`src/rtl/fir_mac_acc.sv`:
```
// FIR tap accumulator behind a pipelined multiplier: aligns tags with products and emits rounded, saturated sums.
// Optional saturation counter port sat_cnt is built when FIR_MAC_SAT_CNT_EN is defined.
//   state | meaning
//   IDLE  | no partial sum in progress
//   ACC   | partial sum held in acc_q, waiting for the last tap
module fir_mac_acc #(
  parameter int MUL_LAT = 3,
  parameter int PSIZE   = 32,
  parameter int ACC_W   = 40,
  parameter int SHIFT   = 15,
  parameter int OUT_W   = 16
) (
  input  logic                    clk,
  input  logic                    rst,
  input  logic                    ce,
  input  logic                    tag_valid,
  input  logic                    tag_first,
  input  logic                    tag_last,
  input  logic signed [PSIZE-1:0] p,
  output logic                    out_valid,
  input  logic                    out_ready,
  output logic signed [OUT_W-1:0] out_data,
  output logic                    busy,
  output logic                    ovf_err,
  input  logic                    clr_err
`ifdef FIR_MAC_SAT_CNT_EN
  ,
  output logic [15:0]             sat_cnt
`endif
);

  typedef enum logic {IDLE = 1'b0, ACC = 1'b1} state_t;

  localparam logic signed [ACC_W:0] RND  = ({{ACC_W{1'b0}}, 1'b1} << SHIFT) >> 1;
  localparam logic signed [ACC_W:0] MAXV = {{(ACC_W+2-OUT_W){1'b0}}, {(OUT_W-1){1'b1}}};
  localparam logic signed [ACC_W:0] MINV = {{(ACC_W+2-OUT_W){1'b1}}, {(OUT_W-1){1'b0}}};

  logic [2:0] tag_a;  // {valid, first, last} aligned with p

  generate
    if (MUL_LAT == 0) begin : g_direct
      assign tag_a = {tag_valid, tag_first, tag_last};
    end else begin : g_pipe
      logic [2:0] pipe_q [MUL_LAT];
      always_ff @(posedge clk or posedge rst) begin
        if (rst) begin
          for (int i = 0; i < MUL_LAT; i++) pipe_q[i] <= '0;
        end else if (ce) begin
          pipe_q[0] <= {tag_valid, tag_first, tag_last};
          for (int i = 1; i < MUL_LAT; i++) pipe_q[i] <= pipe_q[i-1];
        end
      end
      assign tag_a = pipe_q[MUL_LAT-1];
    end
  endgenerate

  state_t                    state_q, state_d;
  logic signed [ACC_W-1:0]   acc_q, acc_d;
  logic                      out_valid_q, out_valid_d;
  logic signed [OUT_W-1:0]   out_data_q, out_data_d;
  logic                      ovf_q, ovf_d;

  logic                      beat, res_done, load, drop, sat;
  logic signed [ACC_W-1:0]   p_ext, sum;
  logic signed [ACC_W:0]     rnd, shf;
  logic signed [OUT_W-1:0]   res;

  assign beat     = ce & tag_a[2];
  assign res_done = beat & tag_a[0];
  assign p_ext    = ACC_W'(p);
  assign sum      = (tag_a[1] ? '0 : acc_q) + p_ext;

  // One extra bit keeps the rounding add from wrapping near the positive limit.
  always_comb begin
    rnd = {sum[ACC_W-1], sum} + RND;
    shf = rnd >>> SHIFT;
    sat = 1'b0;
    res = shf[OUT_W-1:0];
    if (shf > MAXV) begin
      res = MAXV[OUT_W-1:0];
      sat = 1'b1;
    end else if (shf < MINV) begin
      res = MINV[OUT_W-1:0];
      sat = 1'b1;
    end
  end

  always_ff @(posedge clk or posedge rst) begin
    if (rst) state_q <= IDLE;
    else     state_q <= state_d;
  end

  always_comb begin
    state_d = state_q;
    if (beat) begin
      if (tag_a[0])      state_d = IDLE;
      else if (tag_a[1]) state_d = ACC;
    end
  end

  always_comb begin
    busy = (state_q == ACC);
  end

  assign load = res_done & (~out_valid_q | out_ready);
  assign drop = res_done & out_valid_q & ~out_ready;

  always_comb begin
    acc_d = acc_q;
    if (beat) acc_d = tag_a[0] ? '0 : sum;
    out_valid_d = out_valid_q;
    out_data_d  = out_data_q;
    if (load) begin
      out_valid_d = 1'b1;
      out_data_d  = res;
    end else if (out_valid_q && out_ready) begin
      out_valid_d = 1'b0;
    end
    ovf_d = ovf_q;
    if (drop)         ovf_d = 1'b1;
    else if (clr_err) ovf_d = 1'b0;
  end

  always_ff @(posedge clk or posedge rst) begin
    if (rst) begin
      acc_q       <= '0;
      out_valid_q <= 1'b0;
      out_data_q  <= '0;
      ovf_q       <= 1'b0;
    end else begin
      acc_q       <= acc_d;
      out_valid_q <= out_valid_d;
      out_data_q  <= out_data_d;
      ovf_q       <= ovf_d;
    end
  end

  assign out_valid = out_valid_q;
  assign out_data  = out_data_q;
  assign ovf_err   = ovf_q;

`ifdef FIR_MAC_SAT_CNT_EN
  logic [15:0] sat_cnt_q, sat_cnt_d;
  logic        sat_inc;

  // Dropped results still count; a clear coinciding with a clamp keeps that clamp.
  assign sat_inc = res_done & sat;

  always_comb begin
    sat_cnt_d = sat_cnt_q;
    if (clr_err)                          sat_cnt_d = {15'd0, sat_inc};
    else if (sat_inc && sat_cnt_q != '1)  sat_cnt_d = sat_cnt_q + 16'd1;
  end

  always_ff @(posedge clk or posedge rst) begin
    if (rst) sat_cnt_q <= '0;
    else     sat_cnt_q <= sat_cnt_d;
  end

  assign sat_cnt = sat_cnt_q;
`else
  logic unused_sat;
  assign unused_sat = sat;
`endif

endmodule

```
`config.mk`:
```
export PLATFORM = sky130hd
export DESIGN_NAME = fir_mac_acc
export DESIGN_NICKNAME = d
export VERILOG_FILES = /design/src/rtl/fir_mac_acc.sv
export SDC_FILE = /design/constraint.sdc
export NUM_CORES = 1
export LEC_CHECK = 0
export ABC_AREA = 1
export CORE_MARGIN = 10
export CORE_UTILIZATION = 50
export DETAILED_ROUTE_END_ITERATION = 12
export PLACE_DENSITY = 0.73
export SLEW_MARGIN = 20
export SYNTH_ARGS = -nofsm -noshare
export SYNTH_HDL_FRONTEND = slang
export SYNTH_SLANG_ARGS = --single-unit
```
`constraint.sdc`:
```
create_clock -name clk -period 3.6 [get_ports clk]
set_input_delay 1.08 -clock clk [delete_from_list [all_inputs] [get_ports clk]]
set_output_delay 1.08 -clock clk [all_outputs]
set_load 0.05 [all_outputs]
```
# Word level (Yosys, flattened, before mapping)
# Cells that the tools add are included.
# op_classes
n_reduce_logical,5
mul,0
addsub,2
n_eq_ne,0
n_div,0
n_bitwise,8
mux,10
n_lt_le_gt_ge,2
shift,0
# ops
operator,count
2-to-1 mux 40 bit,2
"adder 40 x 16 -> 41 bit, second input constant",1
adder 40 bit,1
2-to-1 mux 16 bit,2
"greater-than comparator 26 x 16 -> 1 bit, second input constant",1
"< comparator 26 x 16 -> 1 bit, second input constant",1
2-to-1 mux 1 bit,6
nonzero test 2 bit,3
bitwise AND 1 bit,5
NOT 1 bit,2
AND reduction 2 bit,1
logical AND 1 bit,1
OR 1 bit,1
# word_totals
rom_bits,0
word_cells,35
ramBits,0
in_bits,40
mem_count,0
ff_bits,68
latch_bits,0
output_inout_bits,19

# Depth between registers and ports, before layout
# depth
word_depth,6
mapped_depth,31
depth_no_buf,29

# Worst setup path after synthesis
# Ideal clock, no wire load.
# synth_path
kind,input port to flip-flop
from,input port p[0]
to,"register out_data_q[0], in the netlist out_data[0]"
setup_time_ns,0.121
path_stages,26
slack_ns,-0.461
required_time_ns,3.479
n_path_buf,1
arrival_time_ns,3.940
path_cell_list,ha_1 -> fa_1 -> nand2_1 -> nand2_1 -> nand3_1 -> nand2_1 -> nand2_2 -> nand3_1 -> nand2_1 -> ha_1 -> inv_1 -> nor2_2 -> nand2_2 -> nor2_1 -> nand2_2 -> nor2_2 -> nand3_1 -> nand2_1 -> nand2_1 -> nor2_1 -> nand2_1 -> nor2_2 -> nand2_2 -> a21oi_4 -> buf_6 -> a21oi_2
# synth_via
elab_chain_len,5
elab_cells_between_ends,6
cone_classes,add/sub (2); order compare (2); mux (2)
# synth_lines
item,line,rtl
"start, declared",19,"input logic signed [PSIZE-1:0] p,"
adder 40 bit *,71,assign sum = (tag_a[1] ? '0 : acc_q) + p_ext;
adder 40 x 16 -> 41 bit *,75,"rnd = {sum[ACC_W-1], sum} + RND;"
< comparator 26 x 16 -> 1 bit,82,end else if (shf < MINV) begin
2-to-1 mux 16 bit,82,
2-to-1 mux 16 bit *,79,if (shf > MAXV) begin
"end signal, assigned",133,out_data_q <= out_data_d;
"end, declared",60,"logic signed [OUT_W-1:0] out_data_q, out_data_d;"
# Mark *: on every way between the ends. The rest lies on a longest branch, timed or not.
# A chain may end at the register's enable or synchronous reset.

# Worst setup path in the final report
# layout_path
from,input port p[20]
to,"register out_data_q[0], in the netlist out_data[0]"
# Same word-level chain as after synthesis.

==> results.env <==
STATUS='finished, violations left'
VIOLATIONS='negative setup slack'
CTS_HOLD_BUFFERS=0
FINAL_MAX_SLEW_VIOL_COUNT=0
SEQUENTIAL_ELEMENT_SHARE_OF_THE_SYNTHESIZED_AREA=0.228
SYNTH_CELLS=1263
CTS-HTREE-LEVELS=3
P_SWITCHING_W=0.00408
IOPINCOUNT=59
SYNTH_MOST_COMMON_CELL='sky130_fd_sc_hd__nand2_1'
MULTI_INPUT_AREA_SQ_MM=0.00671
CORE.ROWCOUNT=44
WORSTSETUPENDPOINTTYPE='flip-flop'
POWER_DENSITY_OVER_CELL_AREA_mW_PER_MM2=644
WORST_HOLD_PATH.ENDPOINT='g_pipe.pipe_q[5]$_DFFE_PP0P_'
NUMBER_OF_ANTENNA_VIOLATIONS_AT_THE_FIRST_CHECK_IN_GLOBAL_ROUTING=0
GPL.FINAL_WEIGHTED_CONGESTION=1.07
PATH_BUF_INV=4
RR_ENDPOINT='out_data[0]$_DFFE_PP0P_'
DETAIL_ROUTE.DRC_VIOLATIONS=0
WORST_HOLD_MARGIN_NS=0.489
CTS.ROOT.BUFFER_CELL='sky130_fd_sc_hd__clkbuf_16'
WORST_MIN_DELAY_PATH_CLASS='flip-flop to flip-flop'
SYNTH-EDFF-COUNT=0
DPL.HPWL_UM=21100
POST-ROUTE-PERIOD-UTIL=1.09
SYNTHESIS.YOSYS.WARNINGS=0
PORTBUFFERS=58
DESIGN.DIE.AREA_SQ_MM=0.0202
FIN_HOLD_VIOLS=0
POST_SYNTH_INSTANCE_AREA_SQ_MM=0.00746
REGTOREGSTARTPOINT='tag_a[1]$_DFFE_PP0P_'
TIMING.MAX_CAP.VIOLATIONS=0
FIRST_GLOBAL_VIAS=9456
INTERNAL_POWER_W=0.00407
GRT_MAX_DEGREE=69
SUM_OF_ROUTED_WIRE_LENGTH_OVER_ALL_LAYERS_UM=33800
NETLIST.AREA_LEADER.SHARE=0.228
CRIT_SLOWEST_CELL='sky130_fd_sc_hd__ha_4'
SYNTHDOMINANTAREACELLTYPE='sky130_fd_sc_hd__dfrtp_1'
CTS_TREE='done'
POWER_LEAKAGE_nW=6.48
SETUP.WORST_PATH.START='p[20]'
FRACTION_OF_SYNTHESIS_FLOPS_USING_AN_ASYNCHRONOUS_SET_OR_RESET_PIN=1.00
DESIGN.CORE.AREA_SQ_MM=0.0146
SYNTH_FP_NETS=1344
CRITICAL-PATH-TOP-DELAY-FAMILY='simple AND/OR/NAND/NOR gates'
CTS-BUFFERS-INSERTED=9
DIE_Y_UM=142
DRTITER0DRC=1136
REQUIRED_NS=3.88
NETSWITCHINGFRACTION=0.501
INITIAL_UTILIZATION=0.512
SYNTH_TOP_CELLS_BY_COUNT='sky130_fd_sc_hd__nand2_1 (409), sky130_fd_sc_hd__inv_1 (235), sky130_fd_sc_hd__nor2_1 (149)'
POWER.IR.VDD_WORST_V=0.000400
R2R.WORST_PATH.CELLS=25
YS_SEQ_ELEMENTS=68
TIMING.SLEW.HEADROOM=0.576
TIMING.FINAL.SETUP_VIOLATIONS=15
PWR-SHARE-CLK=0.120
HOLDCRITSTARTPOINT='g_pipe.pipe_q[8]$_DFFE_PP0P_'
SYNTHTOPCELLSBYAREA='sky130_fd_sc_hd__dfrtp_1 (23%), sky130_fd_sc_hd__nand2_1 (21%), sky130_fd_sc_hd__inv_1 (12%)'
POST_SYNTH_NUM_CELL_TYPES=36
ANT_NETS=0
CLOCK.FMAX_MHz=255
VIAS_AFTER_DETAILED_ROUTING=10100
TIMING.CRITICAL_PATH.ARRIVAL_NS=4.20
GR-TOTAL-OVERFLOW=0
AREA_DELTA_SYNTH_FINAL_PCT=69.5
GRT_FIRST_PASS_WIRELENGTH_UM=47200
FP.DIEW_UM=142
TIMING.CRITICAL_PATH.FANOUT_MAX=8
FINAL_NET_COUNT=1675
POSTLAYOUTSETUPSLACKWORST_NS=-0.316
WORSTMARGINPINSLEW_NS=0.636
POWER_SHARE_OF_THE_SEQUENTIAL_GROUP=0.136
ROUTE.DETAILED.WL_PER_INST_UM=18.9
TIMING.FINAL.CRIT_PERIOD_NS=3.92
DRTPASS1ITERATIONS=6
TOTAL_POWER_W=0.00815
SYN-MEAN-INSTANCE-AREA_SQ_UM=5.91
REGAREA_SQ_MM=0.00170
REG_TO_REG_SLACK_SETUP_NS=-0.31
TNS_NS=-4.16
CLOCK_TREE.BUFFER_DEPTH=2
NUM-FILL-CELLS=798
FINCLKSKEW_NS=0.0120
NATURE_OF_THE_CRITICAL_PATH_STARTPOINT='primary input'
CPPEAKSTAGEDELAY_NS=0.34
POWER.COMBINATIONAL.FRACTION=0.744
RSZ0062_AT_GRT='true'
TRITONCTS_NUM_SINKS=68
WORST-SETUP-PATH-TYPE='primary input to flip-flop'
CLK_LATENCY_WORST_SKEW_PAIR_NS=0.37
TIMING.CRITICAL_PATH.CELLS='dlygate4sd2_1 > ha_4 > nand2_4 > nor2_4 > nand2_8 > nor2_4 > nand2_2 > nand3_2 > nand2_2 > nand2_4 > buf_6 > buf_4 > nand4_1 > buf_4 > nor2_1 > nand4_1 > nand2_1 > nand2_1 > nor2_2 > nand2_4 > nand2_8 > nand2_2 > a21oi_2'
MIN_PATH_CELLS=2
CLK_PIN_SLEW_NS=0.06
MOST_USED_FLIP_FLOP_CELL_AFTER_SYNTHESIS='sky130_fd_sc_hd__dfrtp_1'
GRT_USAGE=0.291
VIA_PER_INST=5.67
DRIVE_ABOVE_1_SHARE=0.487
ANTENNA-DIODE-COUNT=0
-- routing by layer --
| metal | track usage | part of all wire | wire length (um) | up-vias |
|---|---|---|---|---|
| met4 | 0.159 | 0.066 | 2240 | 0 |
| met5 | 0 | 0 | 0 | - |
| met3 | 0.0654 | 0.096 | 3230 | 198 |
| met2 | 0.490 | 0.46 | 15600 | 632 |
| li1 | - | - | - | 4580 |
| met1 | 0.336 | 0.37 | 12600 | 4698 |
-- registers in the layout, indices dropped and copies added (netlist names) --
name,flops
acc_q,40
out_data,16
g_pipe.pipe_q,6
tag_a,3
busy,1
out_valid,1
ovf_err,1
-- layout by cell type (no fill, tap or decap), types with 4 or more instances in the layout --
master,netlist,final
sky130_fd_sc_hd__clkbuf_2,0,13
sky130_fd_sc_hd__a21oi_2,14,30
sky130_fd_sc_hd__ha_1,40,5
sky130_fd_sc_hd__ha_4,0,35
sky130_fd_sc_hd__nor2_1,149,73
sky130_fd_sc_hd__a21boi_0,4,4
sky130_fd_sc_hd__dlygate4sd2_1,0,10
sky130_fd_sc_hd__buf_2,0,6
sky130_fd_sc_hd__buf_6,1,26
sky130_fd_sc_hd__inv_2,8,33
sky130_fd_sc_hd__inv_1,235,207
sky130_fd_sc_hd__dfrtp_1,68,67
sky130_fd_sc_hd__nor2_4,11,64
sky130_fd_sc_hd__clkdlybuf4s50_1,0,26
sky130_fd_sc_hd__nand2_1,409,256
sky130_fd_sc_hd__xor2_1,10,10
sky130_fd_sc_hd__nand3_4,0,10
sky130_fd_sc_hd__buf_4,0,245
sky130_fd_sc_hd__xnor2_1,6,6
sky130_fd_sc_hd__nand2_4,2,62
sky130_fd_sc_hd__clkbuf_16,0,12
sky130_fd_sc_hd__nor2_2,23,46
sky130_fd_sc_hd__nand3_1,63,42
sky130_fd_sc_hd__nand3_2,10,21
sky130_fd_sc_hd__nand2_2,49,140
sky130_fd_sc_hd__a21oi_4,1,8
sky130_fd_sc_hd__nand4_1,26,26
sky130_fd_sc_hd__a21oi_1,38,15
sky130_fd_sc_hd__o22ai_1,32,32
sky130_fd_sc_hd__buf_12,1,5
sky130_fd_sc_hd__o21ai_0,28,26
-- timing repair --
| action | 4_1_cts | 5_1_grt |
|---|---|---|
| gates cloned | 2 | 3 |
| pin swaps | 184 | 144 |
| buffers inserted | 65 | 16 |
| endpoints found under the hold margin | 0 | 0 |
| setup endpoints to repair | 16 | 16 |
| gates resized for setup | 402 | 182 |
-- power by group through the flow --
| stage | Sequential (W) | Combinational [W] | Clock [W] |
|---|---|---|---|
| 4_1_cts | 0.00110 | 0.00534 | 0.000967 |
| 5_1_grt | 0.00113 | 0.00639 | 0.00100 |
| 3_3_place_gp | 0.00110 | 0.00420 | 0 |
| 2_1_floorplan | 0.00141 | 0.00220 | 0 |
| 6_report | 0.00111 | 0.00606 | 0.000974 |
| 3_5_place_dp | 0.00111 | 0.00424 | 0 |
-- worst max-delay path by stage --
stage | to | slack (ns) | depth (start not counted)
floorplan | out_data[0]$_DFFE_PP0P_ | -0.29 | 26
global placement | out_data[6]$_DFFE_PP0P_ | -0.99 | 24
detailed placement | out_data[6]$_DFFE_PP0P_ | -1.02 | 24
CTS | out_data[12]$_DFFE_PP0P_ | -0.12 | 27
global route | out_data[0]$_DFFE_PP0P_ | -0.44 | 26
finish | out_data[0]$_DFFE_PP0P_ | -0.32 | 23
-- logic make-up after synthesis --
| family | Yosys count | share of synthesized area |
|---|---|---|
| AO/OA/AOI/OAI | 120 | 0.0967 |
| adder cells (fa/ha/maj) | 41 | 0.0697 |
| buffers and inverters | 263 | 0.135 |
| multiplexers | 1 | 0.00151 |
| XOR/XNOR | 16 | 0.0188 |
| flip-flops | 68 | 0.228 |
| AND/OR/NAND/NOR | 754 | 0.450 |
-- tightest hold or removal path: cells and delay by family, from the launching register on --
kind / cells / cell delay, ns
DFF: 1 / 0.34
AOI/OAI and AO/OA: 1 / 0.06
and+or+nand+nor: 1 / 0.05
-- area by class of cell --
class / instances / share of cell area
clock buffers: 9 / 0.0178
well taps: 184 / 0.0182
inverters: 246 / 0.0736
flip-flops and latches: 68 / 0.135
multi-input cells: 933 / 0.530
clock inverters: 7 / 0.00653
repair buffers: 336 / 0.219
-- through the flow --
step / setup WS (ns) / instance area [sq um] / std cells / util
finish: -0.316 / 12700 / 1783 / 0.867
global route: -0.439 / 12700 / 1783 / 0.867
CTS: -0.118 / 12000 / 1764 / 0.821
detailed placement: -1.02 / 9730 / 1681 / 0.667
global placement: -0.986 / 9730 / 1681 / 0.667
floorplan: -0.286 / 7510 / 1263 / -
Power figures use the tool's default switching activity.
